==> src/rtl/rd_outst_tracker.sv <==
// rtl/rd_outst_tracker.sv - counts read bursts in flight, retiring one when its last beat returns
module rd_outst_tracker #(
    parameter  int MAX_OUTST = 4,
    parameter  int BURST_W   = 8,
    localparam int CNT_W     = $clog2(MAX_OUTST + 1),
    localparam int PTR_W     = (MAX_OUTST > 1) ? $clog2(MAX_OUTST) : 1
) (
    input  logic               clk_i,
    input  logic               rst_i,
    input  logic               push_i,
    input  logic [BURST_W-1:0] push_len_i,
    input  logic               rdv_i,
    output logic [CNT_W-1:0]   count_o,
    output logic               full_o
);

    logic [BURST_W-1:0] len_q [MAX_OUTST];
    logic [PTR_W-1:0]   wr_ptr_q;
    logic [PTR_W-1:0]   rd_ptr_q;
    logic [CNT_W-1:0]   count_q;
    logic [BURST_W-1:0] beat_q;
    logic               rdv_ok;
    logic               pop;

    function automatic logic [PTR_W-1:0] ptr_inc(input logic [PTR_W-1:0] p);
        return (p == PTR_W'(MAX_OUTST - 1)) ? '0 : p + 1'b1;
    endfunction

    // Stray data with nothing in flight is dropped so the count cannot underflow.
    assign rdv_ok = rdv_i && (count_q != '0);
    assign pop    = rdv_ok && (beat_q == len_q[rd_ptr_q] - 1'b1);

    always_ff @(posedge clk_i or posedge rst_i) begin
        if (rst_i) begin
            for (int i = 0; i < MAX_OUTST; i++) begin
                len_q[i] <= '0;
            end
            wr_ptr_q <= '0;
            rd_ptr_q <= '0;
            count_q  <= '0;
            beat_q   <= '0;
        end else begin
            if (push_i) begin
                len_q[wr_ptr_q] <= push_len_i;
                wr_ptr_q        <= ptr_inc(wr_ptr_q);
            end
            if (pop) begin
                rd_ptr_q <= ptr_inc(rd_ptr_q);
                beat_q   <= '0;
            end else if (rdv_ok) begin
                beat_q <= beat_q + 1'b1;
            end
            case ({push_i, pop})
                2'b10:   count_q <= count_q + 1'b1;
                2'b01:   count_q <= count_q - 1'b1;
                default: count_q <= count_q;
            endcase
        end
    end

    assign count_o = count_q;
    assign full_o  = (count_q == CNT_W'(MAX_OUTST));

endmodule

==> config.mk <==
export PLATFORM = sky130hd
export DESIGN_NAME = rd_outst_tracker
export DESIGN_NICKNAME = d
export VERILOG_FILES = /design/src/rtl/rd_outst_tracker.sv
export SDC_FILE = /design/constraint.sdc
export NUM_CORES = 1
export LEC_CHECK = 0
export CAP_MARGIN = 20
export CORE_MARGIN = 3
export CORE_UTILIZATION = 37
export DETAILED_ROUTE_END_ITERATION = 6
export GPL_ROUTABILITY_DRIVEN = 0
export GPL_TIMING_DRIVEN = 0
export PLACE_DENSITY = 0.53
export SKIP_CTS_REPAIR_TIMING = 1
export SYNTH_ARGS = -nofsm -noshare
export SYNTH_HDL_FRONTEND = slang
export SYNTH_SLANG_ARGS = --single-unit
==> constraint.sdc <==
create_clock -name clk_i -period 3.85 [get_ports clk_i]
set_input_delay 0.5775 -clock clk_i [delete_from_list [all_inputs] [get_ports clk_i]]
set_output_delay 0.5775 -clock clk_i [all_outputs]
set_load 0.02 [all_outputs]
# Word level (Yosys, flattened, before mapping)
# Index checks and enable logic that the tools add are counted.
[op_classes]
n_addsub = 6
magnitude_cmp = 3
eq_ne = 6
muxes = 11
bitwise_logic = 2
n_reduce_logical = 6
[op_table]
columns = ["op", "n"]
rows = [
  ["8-bit two-way mux", 5],
  ["32-bit bitwise mux", 1],
  ["8-bit binary-select mux with 2-bit select", 1],
  ["8-bit demux with 2-bit select", 1],
  ["8-bit by 1-bit adder with 8-bit output (second input constant)", 1],
  ["8-bit == test", 1],
  ["8-bit by 1-bit subtractor with 8-bit output (second input constant)", 1],
  ["2-bit == test (second input constant)", 3],
  ["3-bit greater-or-equal comparator (second input constant)", 2],
  ["2-bit NOT with 3-bit output", 2],
  ["3-bit case mux with 2 select lines", 1],
  ["2-bit by 1-bit adder with 2-bit output (second input constant)", 2],
  ["2-bit two-way mux", 2],
  ["2-bit nonzero test", 2],
  ["3-bit by 1-bit adder with 3-bit output (second input constant)", 1],
  ["3-bit == test (second input constant)", 1],
  ["1-bit logical AND", 3],
  ["3-bit by 1-bit < comparator with 1-bit output (second input constant)", 1],
  ["3-bit nonzero test", 1],
  ["3-bit by 1-bit subtractor with 3-bit output (second input constant)", 1],
  ["2-bit by 1-bit == test with 1-bit output (second input constant)", 1],
]
[word_totals]
reg_bits = 47
out_inout_bits = 4
wordCells = 42

# Depth between registers and ports, before layout
[logic_depth]
ltp_word = 9
depth_mapped = 16

# Worst setup path before layout
# OpenSTA, ideal clock, no wires.
[synth_timing]
path_type = "register -> register"
startpoint = "reg rd_ptr_q[0]"
endpoint = "reg count_q[2] (netlist: count_o[2])"
setup_time_ns = 0.080
arrival_ns = 3.440
required_ns = 3.770
setup_slack_ns = 0.330
path_stages_with_launch = 15
period_less_slack_ns = 3.520
path_cell_list = "dfrtp_1 -> buf_6 -> mux4_2 -> or4_4 -> nor4_2 -> xnor2_1 -> nand3_1 -> a311oi_2 -> buf_6 -> ha_1 -> inv_1 -> fa_1 -> xor2_1 -> nor2_1 -> xor2_1"
[synth_between]
elab_chain_cells = 9
elab_cells_between_ends = 11
classes_between = "1 x add/sub; 3 x eq/ne; 4 x mux; 1 x bitwise; 2 x reduce/logical"
[synth_rtl]
columns = ["element", "line", "text"]
rows = [
  ["from (decl)", "19", "logic [PTR_W-1:0] rd_ptr_q;"],
  ["from (signal assigned)", "48", "rd_ptr_q <= ptr_inc(rd_ptr_q);"],
  ["2-bit NOT with 3-bit output (not written as such) (*)", "31", "assign pop = rdv_ok && (beat_q == len_q[rd_ptr_q] - 1'b1);"],
  ["8-bit binary-select mux with 2-bit select (*)", "31", ""],
  ["8-bit two-way mux (not written as such) (*) (2 in series)", "31", ""],
  ["8-bit by 1-bit subtractor with 8-bit output (*)", "31", ""],
  ["8-bit == test (*)", "31", ""],
  ["1-bit logical AND (*)", "31", ""],
  ["2-bit by 1-bit == test with 1-bit output / 2-bit == test (equally long branches)", "53", "case ({push_i, pop})"],
  ["3-bit case mux with 2 select lines / 2-bit nonzero test (equally long branches)", "--", ""],
  ["to (signal assigned)", "54", "2'b10: count_q <= count_q + 1'b1;"],
  ["to (signal assigned)", "55", "2'b01: count_q <= count_q - 1'b1;"],
  ["to (signal assigned)", "56", "default: count_q <= count_q;"],
  ["to (decl)", "20", "logic [CNT_W-1:0] count_q;"],
]
# Every way passes the cells marked *; elsewhere a longest branch is shown, timed or not. The select of a mux whose other input is x is not followed.
# A chain may end at the register's enable or synchronous reset.

# Final worst setup path
# Ends and elaborated chain as after synthesis.

==> summary.md <==
| Metric | Value |
|---|---|
| Category of the most critical setup path | `flop to flop` |
| Buffer levels on the longest clock path | `2` |
| H-tree levels | `2` |
| Combinational fraction of design power | `about 45%` |
| Primary FF master, synth | `sky130_fd_sc_hd__dfrtp_1` |
| Core outline area | `6420 um2` |
| Highest attainable clock frequency | `0.274 GHz` |
| Internal power | `1.51 mW` |
| Effective utilization at floorplan | `38.5%` |
| Final worst path period share | `94.8%` |
| Portion of the post-synthesis area used by sequential elements | `47.6%` |
| DRC viols | `0` |
| Class of the worst hold path | `flop to flop` |
| Root Buffer | `sky130_fd_sc_hd__clkbuf_8` |
| Distinct cell type count after synthesis | `32` |
| Number of storage elements in the synthesis netlist | `between 40 and 50` |
| Final hold slack | `around 0.50 ns` |
| Footprint of the flip-flops and latches | `1180 um2` |
| Area Overhead vs Synth | `17.9%` |
| Total iterations of the first detailed-routing run | `4` |
| Net switching power of the design | `0.815 mW` |
| Final global-route overflow total | `0` |
| Syn Inst Count | `188` |
| Outcome | `finished, final reports clean` |
| Number of max-slew violations in the final report | `0` |
| Area used by multi-input combinational logic | `1240 um2` |
| Worst Max-Slew Pin Slew | `~0.46 ns` |
| Initial drt markers | `87` |
| Post-route core utilization | `between 40% and 50%` |
| Number of global-route vias before repair | `1596` |
| Inserted Clock Buffers | `5` |
| Count of final setup violators | `0` |
| Number of failing hold endpoints at the final stage | `0` |
| Global Route Usage Sum | `13.3%` |
| P_leak | `1.25 nW` |
| Later-pin clock latency in the skew report | `around 0.30 ns` |
| Cell type contributing the most total cell area after synthesis | `sky130_fd_sc_hd__dfrtp_1` |
| Site Rows | `29` |
| Reg clk slew, reported paths | `0.10 ns` |
| Placed wire-length estimate after detailed placement | `3430 um` |
| TritonCTS clock tree | `yes` |
| Number of vias per cell | `between 5 and 6` |
| Post-Route WL | `4680 um` |
| EDFF count, synth | `0` |
| Worst setup SP type | `flop` |
| Pin count of the biggest net entering global routing | `30` |
| Chip height | `~90 um` |
| Die Footprint | `7700 um2` |
| Sort of element at the end of the critical path | `flop` |
| Sw frac | `a little over a third` |
| Chip width | `87.7 um` |
| Slew margin rel. | `69.0%` |
| Ports | `16` |
| Wire length per cell | `between 15 and 20 um` |
| Register share of total power | `38.9%` |
| Crit Path Max Fanout | `7` |
| Layout cells sized above 1 | `27.6%` |
| IO Port Bufs | `14` |
| Max Clock Skew | `~0.011 ns` |
| Worst slack at placement | `-0.127 ns` |
| Antenna violation net count after detailed routing | `0` |
| Final TNS setup | `0 ns` |
| Clock net sink count | `47` |
| Areal power density over the cells | `~800 nW/um2` |
| Net count of the mapped netlist | `roughly 210` |
| Endpoint arrival time on the critical path | `roughly 3.9 ns` |
| VDD IR max | `0.291 mV` |
| Mean area per synthesized cell | `about 13 um2` |
| First-pass GRT wire length | `roughly 7800 um` |
| Final antenna diode count | `0` |
| Share of async-settable or async-resettable flops after synthesis | `100%` |
| Count of warnings emitted by yosys | `0` |
| Clock period minus worst slack | `3.65 ns` |
| Clk network pwr share | `16.6%` |
| Antenna violations before repair | `0` |
| Fraction of post-synthesis cell area in the top cell type by area | `a little under half` |
| Req. time, crit path | `between 4 and 5 ns` |
| Top area cells in the synthesized netlist | `sky130_fd_sc_hd__dfrtp_1 48%, sky130_fd_sc_hd__mux2_2 15%, sky130_fd_sc_hd__mux4_1 7.4%` |
| Number of maximum-capacitance constraint violations | `0` |
| Vias post-DR | `1511` |
| Setup slack after layout | `0.202 ns` |
| Synthesized area | `2470 um2` |
| Final Power | `2.32 mW` |
| Final Net Count | `237` |
| Count of fill cells added during filler insertion | `573` |
flip-flops by register name, indices dropped and copies added, names as in the netlist:
| register | cells |
|---|---|
| wr_ptr_q | 2 |
| beat_q | 8 |
| len_q | 32 |
| count_o | 3 |
| rd_ptr_q | 2 |
cells in the final DEF, fill, tap and decap left out, drive strengths merged, types with 2 or more instances in the layout:
| cell | count |
|---|---|
| dfrtp | 47 |
| mux2 | 34 |
| clkdlybuf4s50 | 14 |
| nand2 | 12 |
| xor2 | 11 |
| nor2 | 11 |
| inv | 11 |
| buf | 9 |
| ha | 8 |
| mux4 | 8 |
| clkbuf | 8 |
| mux2i | 7 |
| xnor2 | 7 |
| nand3 | 4 |
| o21ai | 4 |
| nand4 | 3 |
| nand3b | 2 |
| and3 | 2 |
| nand2b | 2 |
| nor4b | 2 |
layout make-up:
type / instances / share of cell area, %
inverter: 10 / 1.29
clock inverter: 2 / 1.33
tap: 77 / 3.30
sequential: 47 / 40.4
clock buffer: 6 / 2.83
timing repair buffer: 21 / 7.04
multi-input combinational: 127 / 42.5
buffer: 4 / 1.29
routing by layer:
layer | vias up | wire length (um) | track usage [%] | part of all wire [%]
met5 | - | 0 | 0 | 0
met4 | 0 | 23 | 3.35 | 0.49
met3 | 2 | 133 | 3.20 | 2.8
met2 | 13 | 2410 | 22.7 | 51
met1 | 768 | 2110 | 17.1 | 45
li1 | 728 | - | - | -
cell usage after synthesis (2+ instances only):
library cell / number
sky130_fd_sc_hd__and3_1: 2
sky130_fd_sc_hd__nor2_1: 11
sky130_fd_sc_hd__buf_6: 2
sky130_fd_sc_hd__dfrtp_1: 47
sky130_fd_sc_hd__mux2i_1: 7
sky130_fd_sc_hd__nor4b_1: 2
sky130_fd_sc_hd__mux2_2: 33
sky130_fd_sc_hd__nand2b_1: 2
sky130_fd_sc_hd__xor2_1: 11
sky130_fd_sc_hd__nand3_1: 4
sky130_fd_sc_hd__nand3b_1: 2
sky130_fd_sc_hd__mux4_1: 7
sky130_fd_sc_hd__nand2_1: 12
sky130_fd_sc_hd__ha_1: 8
sky130_fd_sc_hd__inv_1: 10
sky130_fd_sc_hd__o21ai_0: 4
sky130_fd_sc_hd__xnor2_1: 7
sky130_fd_sc_hd__nand4_1: 3
kinds of logic after synthesis:
group	synth area share, %
buf+inv	2.73
fa+ha+maj	4.86
mux	26.8
simple gates	8.96
flops	47.6
xor+xnor	6.38
compound gates	2.68
worst max-delay path, cell delays in order, from the launching register on:
cell	delay, ns
sky130_fd_sc_hd__dfrtp_2	0.43
sky130_fd_sc_hd__buf_8	0.14
sky130_fd_sc_hd__mux4_2	0.52
sky130_fd_sc_hd__or4_4	0.58
sky130_fd_sc_hd__nor4_4	0.16
sky130_fd_sc_hd__xnor2_1	0.16
sky130_fd_sc_hd__nand3_1	0.10
sky130_fd_sc_hd__a311oi_2	0.27
sky130_fd_sc_hd__buf_6	0.18
sky130_fd_sc_hd__ha_1	0.17
sky130_fd_sc_hd__inv_1	0.06
sky130_fd_sc_hd__fa_1	0.37
sky130_fd_sc_hd__xor2_1	0.15
sky130_fd_sc_hd__nor2_1	0.11
sky130_fd_sc_hd__xor2_1	0.17
power by group through the flow:
stage          clock network (mW)  logic (mW)  registers [mW]
2_1_floorplan                   0       0.775           0.876
3_3_place_gp                    0       0.964           0.893
3_5_place_dp                    0        1.00           0.913
4_1_cts                     0.399        1.01           0.902
5_1_grt                     0.421        1.16           0.940
6_report                    0.385        1.03           0.904
through the flow:
stage | instance area [um2] | instances
floorplan | 2470 | 188
global placement | 2710 | 279
detailed placement | 2730 | 280
CTS | 2850 | 288
global route | 2920 | 294
finish | 2920 | 294
final timing paths:
check	startpoint	endpoint	slack [ns]	cells after the start
max reg2reg	rd_ptr_q[0]	count_o[2]	0.20	14
min reg2reg	len_q[31]	len_q[31]	0.50	1
min	len_q[31]	len_q[31]	0.50	1
max in group asynchronous	rst_i	rd_ptr_q[0]	2.75	3
min in group asynchronous	rst_i	len_q[15]	0.58	2
max	rd_ptr_q[0]	count_o[2]	0.20	14
Power figures use the tool's default switching activity.
